[config.mk]
export PLATFORM = sky130hd
export DESIGN_NAME = spi_arbiter
export DESIGN_NICKNAME = d
export VERILOG_FILES = /design/src/rtl/spi_arb_pkg.sv /design/src/rtl/spi_rr_arbiter.sv /design/src/rtl/spi_arbiter.sv
export SDC_FILE = /design/constraint.sdc
export NUM_CORES = 1
export LEC_CHECK = 0
export ABC_AREA = 1
export CORE_MARGIN = 4
export CORE_UTILIZATION = 49
export CTS_BUF_LIST = sky130_fd_sc_hd__clkbuf_16
export CTS_CLUSTER_DIAMETER = 200
export DETAILED_ROUTE_END_ITERATION = 6
export PLACE_DENSITY = 0.89
export SLEW_MARGIN = 20
export SYNTH_ARGS = -nofsm -noshare
export SYNTH_HDL_FRONTEND = slang
export SYNTH_SLANG_ARGS = --single-unit
[constraint.sdc]
create_clock -name clk -period 4.2 [get_ports clk]
set_input_delay 0.84 -clock clk [delete_from_list [all_inputs] [get_ports clk]]
set_output_delay 0.84 -clock clk [all_outputs]
set_load 0.05 [all_outputs]
[src/rtl/spi_arb_pkg.sv]
// spi_arb_pkg: shared state encoding and SPI mode decode for the SPI arbiter.
package spi_arb_pkg;

  typedef enum logic [2:0] {
    IDLE  = 3'd0,
    ARB   = 3'd1,
    SETUP = 3'd2,
    SHIFT = 3'd3,
    HOLD  = 3'd4,
    DONE  = 3'd5
  } arb_state_t;

  // Bit positions of CPOL and CPHA inside a 3-bit mode code
  localparam int MODE_CPOL_BIT = 1;
  localparam int MODE_CPHA_BIT = 0;

  typedef struct packed {
    logic cpol;
    logic cpha;
  } spi_mode_t;

  // Codes 4..7 are not real SPI modes and fall back to mode 0
  function automatic spi_mode_t decode_mode(input logic [2:0] code);
    spi_mode_t m;
    m.cpol = 1'b0;
    m.cpha = 1'b0;
    if (!code[2]) begin
      m.cpol = code[MODE_CPOL_BIT];
      m.cpha = code[MODE_CPHA_BIT];
    end
    return m;
  endfunction

endpackage

[src/rtl/spi_rr_arbiter.sv]
// spi_rr_arbiter: picks one requester, searching upward from ptr and wrapping.
module spi_rr_arbiter
  import spi_arb_pkg::*;
#(
  parameter int NREQ = 4,
  parameter int IW   = 2
) (
  input  logic [NREQ-1:0] req,
  input  logic [IW-1:0]   ptr,
  output logic [NREQ-1:0] grant
);

  logic found;

  // First pass covers ptr..NREQ-1, second pass wraps around to 0..ptr-1
  always_comb begin
    grant = '0;
    found = 1'b0;
    for (int i = 0; i < NREQ; i++) begin
      if (!found && req[i] && (i >= int'(ptr))) begin
        grant[i] = 1'b1;
        found    = 1'b1;
      end
    end
    for (int i = 0; i < NREQ; i++) begin
      if (!found && req[i]) begin
        grant[i] = 1'b1;
        found    = 1'b1;
      end
    end
  end

endmodule

[src/rtl/spi_arbiter.sv]
// spi_arbiter: shares one SPI master among NREQ requesters, one byte per grant.
// Define SPI_ARB_RR_EN for round-robin arbitration; otherwise fixed priority
// with requester 0 highest.
module spi_arbiter
  import spi_arb_pkg::*;
#(
  parameter int NREQ    = 4,
  parameter int CLK_DIV = 4
) (
  input  logic              clk,
  input  logic              reset,
  input  logic [NREQ-1:0]   req,
  input  logic [3*NREQ-1:0] req_mode,
  input  logic [8*NREQ-1:0] req_data,
  output logic [NREQ-1:0]   gnt,
  output logic [NREQ-1:0]   done,
  output logic [7:0]        rx_data,
  output logic              busy,
  output logic              sclk,
  output logic              mosi,
  input  logic              miso,
  output logic [NREQ-1:0]   cs_n
);

  localparam int IW = (NREQ > 1) ? $clog2(NREQ) : 1;
  localparam int DW = $clog2(CLK_DIV);

  arb_state_t      state, next_state;
  logic [NREQ-1:0] grant;
  logic [IW-1:0]   ptr;
  logic [DW-1:0]   div_cnt;
  logic            div_tick;
  logic [3:0]      edge_cnt;
  logic            leading_edge;
  logic            cpha;
  logic [7:0]      tx_shift;
  logic [7:0]      rx_shift;
  logic            cs_active;
  logic [2:0]      sel_mode;
  logic [7:0]      sel_data;
  spi_mode_t       mode_sel;

  spi_rr_arbiter #(
    .NREQ(NREQ),
    .IW  (IW)
  ) u_arb (
    .req  (req),
    .ptr  (ptr),
    .grant(grant)
  );

  assign div_tick     = (div_cnt == DW'(CLK_DIV - 1));
  assign leading_edge = ~edge_cnt[0];

  // Route the winning requester's mode and byte toward the latch in ARB
  always_comb begin
    sel_mode = '0;
    sel_data = '0;
    for (int i = 0; i < NREQ; i++) begin
      if (grant[i]) begin
        sel_mode = req_mode[i*3 +: 3];
        sel_data = req_data[i*8 +: 8];
      end
    end
    mode_sel = decode_mode(sel_mode);
  end

  // State register; reset aborts any transfer without a done pulse
  always_ff @(posedge clk or negedge reset) begin
    if (!reset) state <= IDLE;
    else        state <= next_state;
  end

  // Next-state logic plus state-decoded outputs
  always_comb begin
    next_state = state;
    case (state)
      IDLE:    if (|req) next_state = ARB;
      ARB:     next_state = (|grant) ? SETUP : IDLE;
      SETUP:   if (div_tick) next_state = SHIFT;
      SHIFT:   if (div_tick && (edge_cnt == 4'd15)) next_state = HOLD;
      HOLD:    if (div_tick) next_state = DONE;
      DONE:    next_state = IDLE;
      default: next_state = IDLE;
    endcase
    busy      = (state != IDLE);
    cs_active = (state == SETUP) || (state == SHIFT) || (state == HOLD);
    cs_n      = cs_active ? ~gnt : '1;
    mosi      = cs_active ? tx_shift[7] : 1'b0;
    done      = (state == DONE) ? gnt : '0;
  end

  // Datapath: phase counter, SCLK edges, shift registers, grant and pointer
  always_ff @(posedge clk or negedge reset) begin
    if (!reset) begin
      div_cnt  <= '0;
      edge_cnt <= '0;
      gnt      <= '0;
      rx_data  <= '0;
      sclk     <= 1'b0;
      cpha     <= 1'b0;
      tx_shift <= '0;
      rx_shift <= '0;
      ptr      <= '0;
    end else begin
      if ((state != next_state) || div_tick) div_cnt <= '0;
      else                                   div_cnt <= div_cnt + 1'b1;
      case (state)
        ARB: begin
          if (|grant) begin
            gnt      <= grant;
            cpha     <= mode_sel.cpha;
            sclk     <= mode_sel.cpol;
            tx_shift <= sel_data;
            rx_shift <= '0;
            edge_cnt <= '0;
`ifdef SPI_ARB_RR_EN
            for (int i = 0; i < NREQ; i++) begin
              if (grant[i]) ptr <= (i == NREQ - 1) ? '0 : IW'(i + 1);
            end
`endif
          end
        end
        SHIFT: begin
          if (div_tick) begin
            sclk     <= ~sclk;
            edge_cnt <= edge_cnt + 1'b1;
            if (leading_edge ^ cpha)
              rx_shift <= {rx_shift[6:0], miso};
            else if (!cpha || (edge_cnt != 4'd0))
              tx_shift <= {tx_shift[6:0], 1'b0};
          end
        end
        HOLD: begin
          if (div_tick) rx_data <= rx_shift;
        end
        DONE: begin
          gnt <= '0;
        end
        default: ;
      endcase
    end
  end

endmodule

==> results of run 1 <==
## kinds of logic (layout without fill, tap and decap cells)
kind of cell | Yosys count | after routing
adder cells (fa/ha/maj) | 3 | 3
AO/OA/AOI/OAI | 46 | 46
buffers and inverters | 38 | 113
flip-flops | 39 | 39
AND/OR/NAND/NOR | 157 | 157
## final cells by class
class                           instances  area [sq um]  share of cell area
Multi-Input combinational cell        206          1060               0.342
Sequential cell                        39           976               0.316
Clock inverter                          3          11.3             0.00365
Timing Repair Buffer                   73           726               0.235
Inverter                               32           129              0.0417
Tap cell                               52          65.1              0.0211
Clock buffer                            5           125              0.0405
## synth_stat cells, types with 2 or more instances
| cell type | instances |
|---|---|
| a21oi_1 | 13 |
| buf_2 | 3 |
| dfrtp_1 | 39 |
| ha_1 | 3 |
| inv_1 | 27 |
| inv_2 | 2 |
| nand2_1 | 83 |
| nand2_4 | 3 |
| nand3_1 | 30 |
| nand3_2 | 3 |
| nand4_1 | 3 |
| nor2_1 | 22 |
| nor2_2 | 4 |
| o21a_1 | 9 |
| o21ai_0 | 13 |
| o21ai_2 | 2 |
| o22ai_1 | 2 |
| or2_2 | 6 |
## power breakdown
group | switching, mW | total, mW | leakage, nW | internal [mW]
logic | 0.0782 | 0.157 | 0.868 | 0.0791
clock network | 0.135 | 0.348 | 0.0701 | 0.213
registers | 0.0172 | 0.424 | 0.493 | 0.406
total | 0.230 | 0.929 | 1.43 | 0.699
## flip-flops by register name, indices dropped and copies added (netlist names)
signal    flops
cpha          1
div_cnt       2
tx_shift      8
edge_cnt      4
rx_shift      8
rx_data       8
state         3
sclk          1
gnt           4
## layout by cell type, fill, tap and decap left out, drive strengths merged, types with 2 or more instances in the layout
| cell type | n |
|---|---|
| nand2 | 86 |
| clkdlybuf4s50 | 72 |
| dfrtp | 39 |
| nand3 | 34 |
| inv | 32 |
| nor2 | 26 |
| o21ai | 16 |
| a21oi | 14 |
| o21a | 9 |
| or2 | 6 |
| clkbuf | 5 |
| nand4 | 3 |
| ha | 3 |
| clkinv | 3 |
| o22ai | 2 |
## stage by stage
stage	setup slack (ns)	util	hold slack, ns	std cells
3_5_place_dp	1.31	0.678	0.435	402
2_1_floorplan	1.95	-	0.409	283
5_1_grt	0.917	0.709	0.483	410
4_1_cts	1.01	0.709	0.442	410
3_3_place_gp	1.33	0.678	0.422	402
6_report	1.04	0.709	0.436	410
## how the worst min path moves through the flow
| stage | to | slack [ns] | depth (start not counted) |
|---|---|---|---|
| global placement | div_cnt[0]$_DFF_PN0_ | 0.42 | 1 |
| floorplan | div_cnt[0]$_DFF_PN0_ | 0.41 | 1 |
| CTS | div_cnt[0]$_DFF_PN0_ | 0.44 | 1 |
| finish | div_cnt[0]$_DFF_PN0_ | 0.44 | 1 |
| detailed placement | div_cnt[0]$_DFF_PN0_ | 0.43 | 1 |
| global route | div_cnt[0]$_DFF_PN0_ | 0.48 | 1 |
## layer usage
| metal | part of all wire | GRT usage | vias up |
|---|---|---|---|
| li1 | - | - | 1064 |
| met1 | 0.41 | 0.252 | 1020 |
| met2 | 0.54 | 0.369 | 38 |
| met3 | 0.026 | 0.0374 | 15 |
| met4 | 0.026 | 0.0791 | 0 |
| met5 | 0 | 0 | - |
==> summary.txt, run 1 <==
Logic synthesis
  • #FFs+latches synth: 39
  • Compound-Gate Fraction of Synth Area: 0.135
  • Synth Area in Simple Gates: 0.328
  • Synth top area share: 0.444
  • Post-synth EDFFs: 0
  • Seq/Total Area, Yosys: 0.444
  • Post-Syn Instances: 283
  • Adder-cell area share of the yosys netlist: 0.0171
  • Synth warn: 2
  • Synth Area in XOR/XNOR: 0
  • Post-synthesis mux area share: 0
  • Synth area leaders: dfrtp_1 (44%), nand2_1 (14%), nand3_1 (6.8%)
  • Yosys cell types: 34
  • Main combinational cell family by area after synthesis: simple AND/OR/NAND/NOR gates
  • Top FF cell, synth: dfrtp_1
  • Mapped Area: 2200 sq um
  • Yosys top cell by area: dfrtp_1
  • Mean Syn Cell Area: 7.77 sq um
  • Syn Nets: 337
  • FFs w/ async S/R, synth: 1.00

Worst setup path
  • CP Max Fanout: 6
  • Slowest stage delay, CP: 0.80 ns
  • R2r endpoint: div_cnt[1]$_DFF_PN0_
  • Worst Path Required: 3.36 ns
  • Critical path endpoint: mosi
  • CP startpoint kind: flop
  • Crit-path cells: nor2_1 > nand2_1 > o21ai_0 > and2_1 > clkdlybuf4s50_1
  • Reg-to-reg startpoint: state[0]$_DFF_PN0_
  • Critical Path Source: state[0]$_DFF_PN0_
  • CP Depth: 5
  • Slowest library cell on the worst path: clkdlybuf4s50_1
  • Worst R2R Path Depth: 8
  • CP bufs+invs: 1
  • Cell family with most CP delay: buffers and inverters
  • Setup crit end kind: output pin
  • Critical path arrival: 2.32 ns
  • R2r setup slk: 2.33 ns
  • Kind of critical path: reg -> out

Placed design
  • Dpl hpwl: 4190 um
  • Placed cell areas: 2950 sq um
  • Port Buffers: 73
  • Gp weighted congestion: 0.833

GRT
  • Vias in the first global route: 2,056
  • First-pass GRT wire length: 9160 um
  • GRT Total Usage: 0.209
  • Grt total ovfl: 0
  • Largest net degree at the start of global routing: 40
  • Initial antenna violation count: 0

Timing
  • Measured slew at the worst slew-check pin: 0.845 ns
  • Clk_skew: 0.00443 ns
  • Slew Viols, Final: 0
  • Setup violations, final: 0
  • Relative slew slack: 0.437
  • Setup tns final: 0 ns
  • Fmax: 0.316 GHz
  • Fin crit period: 3.16 ns
  • Final hold vios: 0
  • Share of the clock period used by the worst path: 0.754
  • RSZ-0062 raised after global routing: false

Clocking
  • TritonCTS buffer count: 5
  • Hold-fix buffers, CTS: 0
  • Worst-path clk slew: 0.06 ns
  • CTS Sinks: 39
  • CTS max path bufs: 2
  • H-tree Lvls: 2
  • Root buffer cell: clkbuf_16
  • Worst-Skew Late Latency: 0.27 ns
  • Number of gates resized after CTS: 0
  • Post-CTS Setup Repair Bufs: 0
  • CTS tree: built

Finish
  • # diodes: 0
  • Fill cells: 335
  • Post-layout net count: 411
  • Syn-to-layout area delta: 40.5%
  • Share of cells above drive strength 1: 0.0894
  • Final Cell Area: 3090 sq um

Routing
  • Via density per instance: 5.21
  • Total vias in the final route: 2,137
  • WL per Instance: 13.3 um
  • DRC: 0
  • Drt first pass iters: 4
  • Final Routed Wirelength: 5450 um
  • Number of routed nets with antenna violations: 0
  • Drt initial violations: 90

Floorplan
  • Row count: 24
  • Io pins: 74
  • Die Y: 75.0 um
  • Initial Util: 0.505
  • Die width: 75.0 um
  • Core Region: 4350 sq um
  • Die area: 5620 sq um

Power and ir drop
  • Tot Pwr: 0.929 mW
  • Max VDD drop: 0.358 mV
  • Power per cell area: 301 nW/um^2
  • Leak: 1.43 nW

Worst hold path
  • HP Start: div_cnt[0]$_DFF_PN0_
  • HP Class: reg -> reg

Job
  • Maxcap violations: 0

Outcome
  • Status: complete, no violations
Note: power is estimated with default switching activity, not from simulation.
==> inputs of run 2 (changes only) <==
- CORE_UTILIZATION: 49 -> 41
- PLACE_DENSITY: 0.89 -> 0.8
- clock period: 4.2 -> 2.7 ns (I/O delays scaled with it)
==> summary.txt, run 2 (synthesized netlist as in run 1, its figures left out) <==
Finish
  • Commonest non-fill, non-tap cell in the layout: nand2_1 (unchanged)
  • Top flop regs: rx_data: 8 flops, rx_shift: 8 flops, tx_shift: 8 flops (unchanged)
  • Most frequent cells in the layout: nand2_1 (83), clkdlybuf4s50_1 (67), dfrtp_1 (39) (was nand2_1 (83), clkdlybuf4s50_1 (72), dfrtp_1 (39))
  • Post-layout net count: 414 (was 411)
  • # diodes: 0 (unchanged)
  • Fill cells: 493 (was 335)
  • Syn-to-layout area delta: 45.0% (was 40.5%)
  • Final Cell Area: 3190 sq um (was 3090 sq um)
  • Share of cells above drive strength 1: 0.108 (was 0.0894)

Routing
  • Final Routed Wirelength: 5600 um (was 5450 um)
  • Met1 wire length: 2340 um (was 2220 um)
  • Routed wl met2: 3020 um (was 2950 um)
  • DRC: 0 (unchanged)
  • Drt first pass iters: 5 (was 4)
  • Drt initial violations: 96 (was 90)
  • Top sig layer: met4 (unchanged)
  • WL per Instance: 13.0 um (was 13.3 um)
  • Total vias in the final route: 2,118 (was 2,137)
  • Via density per instance: 4.91 (was 5.21)
  • Met3 WL post-DR: 117 um (was 141 um)
  • Number of routed nets with antenna violations: 0 (unchanged)

Clocking
  • H-tree Lvls: 2 (unchanged)
  • Worst-path clk slew: 0.06 ns (about the same)
  • Root buffer cell: clkbuf_16 (unchanged)
  • TritonCTS buffer count: 5 (unchanged)
  • Worst-Skew Late Latency: 0.28 ns (was 0.27 ns)
  • Post-CTS Setup Repair Bufs: 0 (unchanged)
  • CTS Sinks: 39 (unchanged)
  • CTS max path bufs: 2 (unchanged)
  • CTS tree: built (unchanged)

Timing
  • Setup tns final: 0 ns (unchanged)
  • RSZ-0062 raised after global routing: false (unchanged)
  • Fmax: 0.386 GHz
  • Clk_skew: 0.00626 ns (was 0.00443 ns)
  • Slew Viols, Final: 0 (unchanged)
  • Share of the clock period used by the worst path: 0.959
  • Setup violations, final: 0 (unchanged)
  • Measured slew at the worst slew-check pin: 0.861 ns (was 0.845 ns)
  • Fin crit period: 2.59 ns
  • Final hold vios: 0 (unchanged)
  • Relative slew slack: 0.426 (was 0.437)

Placed design
  • Port Buffers: 73 (unchanged)
  • Gp weighted congestion: 0.832 (was 0.833)
  • Placed cell areas: 2990 sq um (was 2950 sq um)
  • Dpl hpwl: 4360 um (was 4190 um)

GRT
  • First-pass GRT wire length: 9430 um (was 9160 um)
  • GRT Total Usage: 0.185 (was 0.209)
  • Largest net degree at the start of global routing: 40 (unchanged)
  • Grt total ovfl: 0 (unchanged)
  • Vias in the first global route: 2,061 (was 2,056)
  • Initial antenna violation count: 0 (unchanged)

Worst setup path
  • CP startpoint kind: flop (unchanged)
  • Critical path arrival: 2.05 ns (was 2.32 ns)
  • Kind of critical path: reg -> out (unchanged)
  • Setup crit end kind: output pin (unchanged)
  • CP Max Fanout: 5 (was 6)
  • Worst Path Required: 2.16 ns (was 3.36 ns)

Power and ir drop
  • Sw frac: 0.223 (was 0.248)
  • Clk pwr share: 0.451 (was 0.374)
  • Leak: 1.49 nW (was 1.43 nW)
  • Max VDD drop: 0.310 mV (was 0.358 mV)
  • Power per cell area: 517 nW/um^2 (was 301 nW/um^2)
  • Gate power share: 0.149 (was 0.169)
  • Flop pwr share: 0.399 (was 0.456)
  • P_int: 1.28 mW (was 0.699 mW)
  • Switching power: 0.368 mW (was 0.230 mW)

Floorplan
  • Die width: 81.2 um (was 75.0 um)
  • Row count: 26 (was 24)
  • Die Y: 81.2 um (was 75.0 um)
  • Die area: 6600 sq um (was 5620 sq um)
  • Core Region: 5140 sq um (was 4350 sq um)
  • Initial Util: 0.428 (was 0.505)
  • Io pins: 74 (unchanged)

Job
  • Maxcap violations: 0 (unchanged)

Outcome
  • Status: complete, no violations (unchanged)

Worst hold path
  • HP Class: in -> async (was reg -> reg)
==> run 2: changes by cell type in the layout (fill, tap and decap cells not counted) <==
cell | previous run | this run
clkinv_1 | 2 | 0
clkdlybuf4s50_1 | 72 | 67
bufinv_16 | 0 | 2
dlymetal6s2s_1 | 0 | 3
buf_4 | 0 | 5
==> run 2: power groups by stage <==
| stage | clock network (mW) | logic (mW) | registers (mW) |
|---|---|---|---|
| final | 0.744 | 0.246 | 0.658 |
| after global routing | 0.799 | 0.273 | 0.662 |
| after CTS | 0.763 | 0.250 | 0.657 |
| after detailed placement | 0 | 0.248 | 0.668 |
| after global placement | 0 | 0.244 | 0.666 |
| after floorplan | 0 | 0.118 | 0.670 |
==> run 2: final cells by class <==
| type | count | area [sq um] | share of cell area |
|---|---|---|---|
| Timing Repair Buffer | 76 | 751 | 0.235 |
| Inverter | 32 | 129 | 0.0404 |
| Clock inverter | 3 | 63.8 | 0.0200 |
| Tap cell | 70 | 87.6 | 0.0275 |
| Multi-Input combinational cell | 206 | 1060 | 0.331 |
| Clock buffer | 5 | 125 | 0.0392 |
| Sequential cell | 39 | 976 | 0.306 |
==> run 2: worst paths after layout <==
kind	startpoint	to	slack [ns]	cells past startpoint
worst max-delay path	state[1]$_DFF_PN0_	done[0]	0.11	4
worst min-delay path	reset	rx_data[5]$_DFFE_PN0P_	0.37	1
worst max register to register	state[2]$_DFF_PN0_	rx_shift[0]$_DFFE_PN0P_	0.90	7
worst min register to register	div_cnt[0]$_DFF_PN0_	div_cnt[0]$_DFF_PN0_	0.44	1
max in group asynchronous	reset	tx_shift[7]$_DFFE_PN0P_	1.78	1
min in group clk	div_cnt[0]$_DFF_PN0_	div_cnt[0]$_DFF_PN0_	0.44	1
==> run 2: layer usage <==
layer | GRT usage | up-vias
met4 | 0.0659 | 0
met3 | 0.0322 | 11
met1 | 0.225 | 1000
met5 | 0 | -
li1 | - | 1074
met2 | 0.327 | 33
==> run 2: critical path, stage by stage, from the launching register on <==
cell and delay, ns:
dfrtp_1 0.44, inv_1 0.12, nand3_1 0.20, nor2_1 0.18, clkdlybuf4s50_1 0.83
==> run 2: through the flow <==
step | power (mW) | setup WS (ns) | utilization | hold slack, ns | cells
final | 1.65 | 0.110 | 0.620 | 0.373 | 431
after global routing | 1.73 | 0.0212 | 0.620 | 0.452 | 431
after CTS | 1.67 | 0.00625 | 0.619 | 0.408 | 431
after detailed placement | 0.916 | 0.310 | 0.582 | 0.436 | 423
after global placement | 0.910 | 0.409 | 0.582 | 0.420 | 423
after floorplan | 0.788 | 0.752 | - | 0.244 | 283
==> run 2: repair_timing <==
| action | CTS | global route |
|---|---|---|
| gates resized for setup | 0 | 3 |
| hold buffers | 0 | 0 |
| setup endpoints to repair | 0 | 3 |
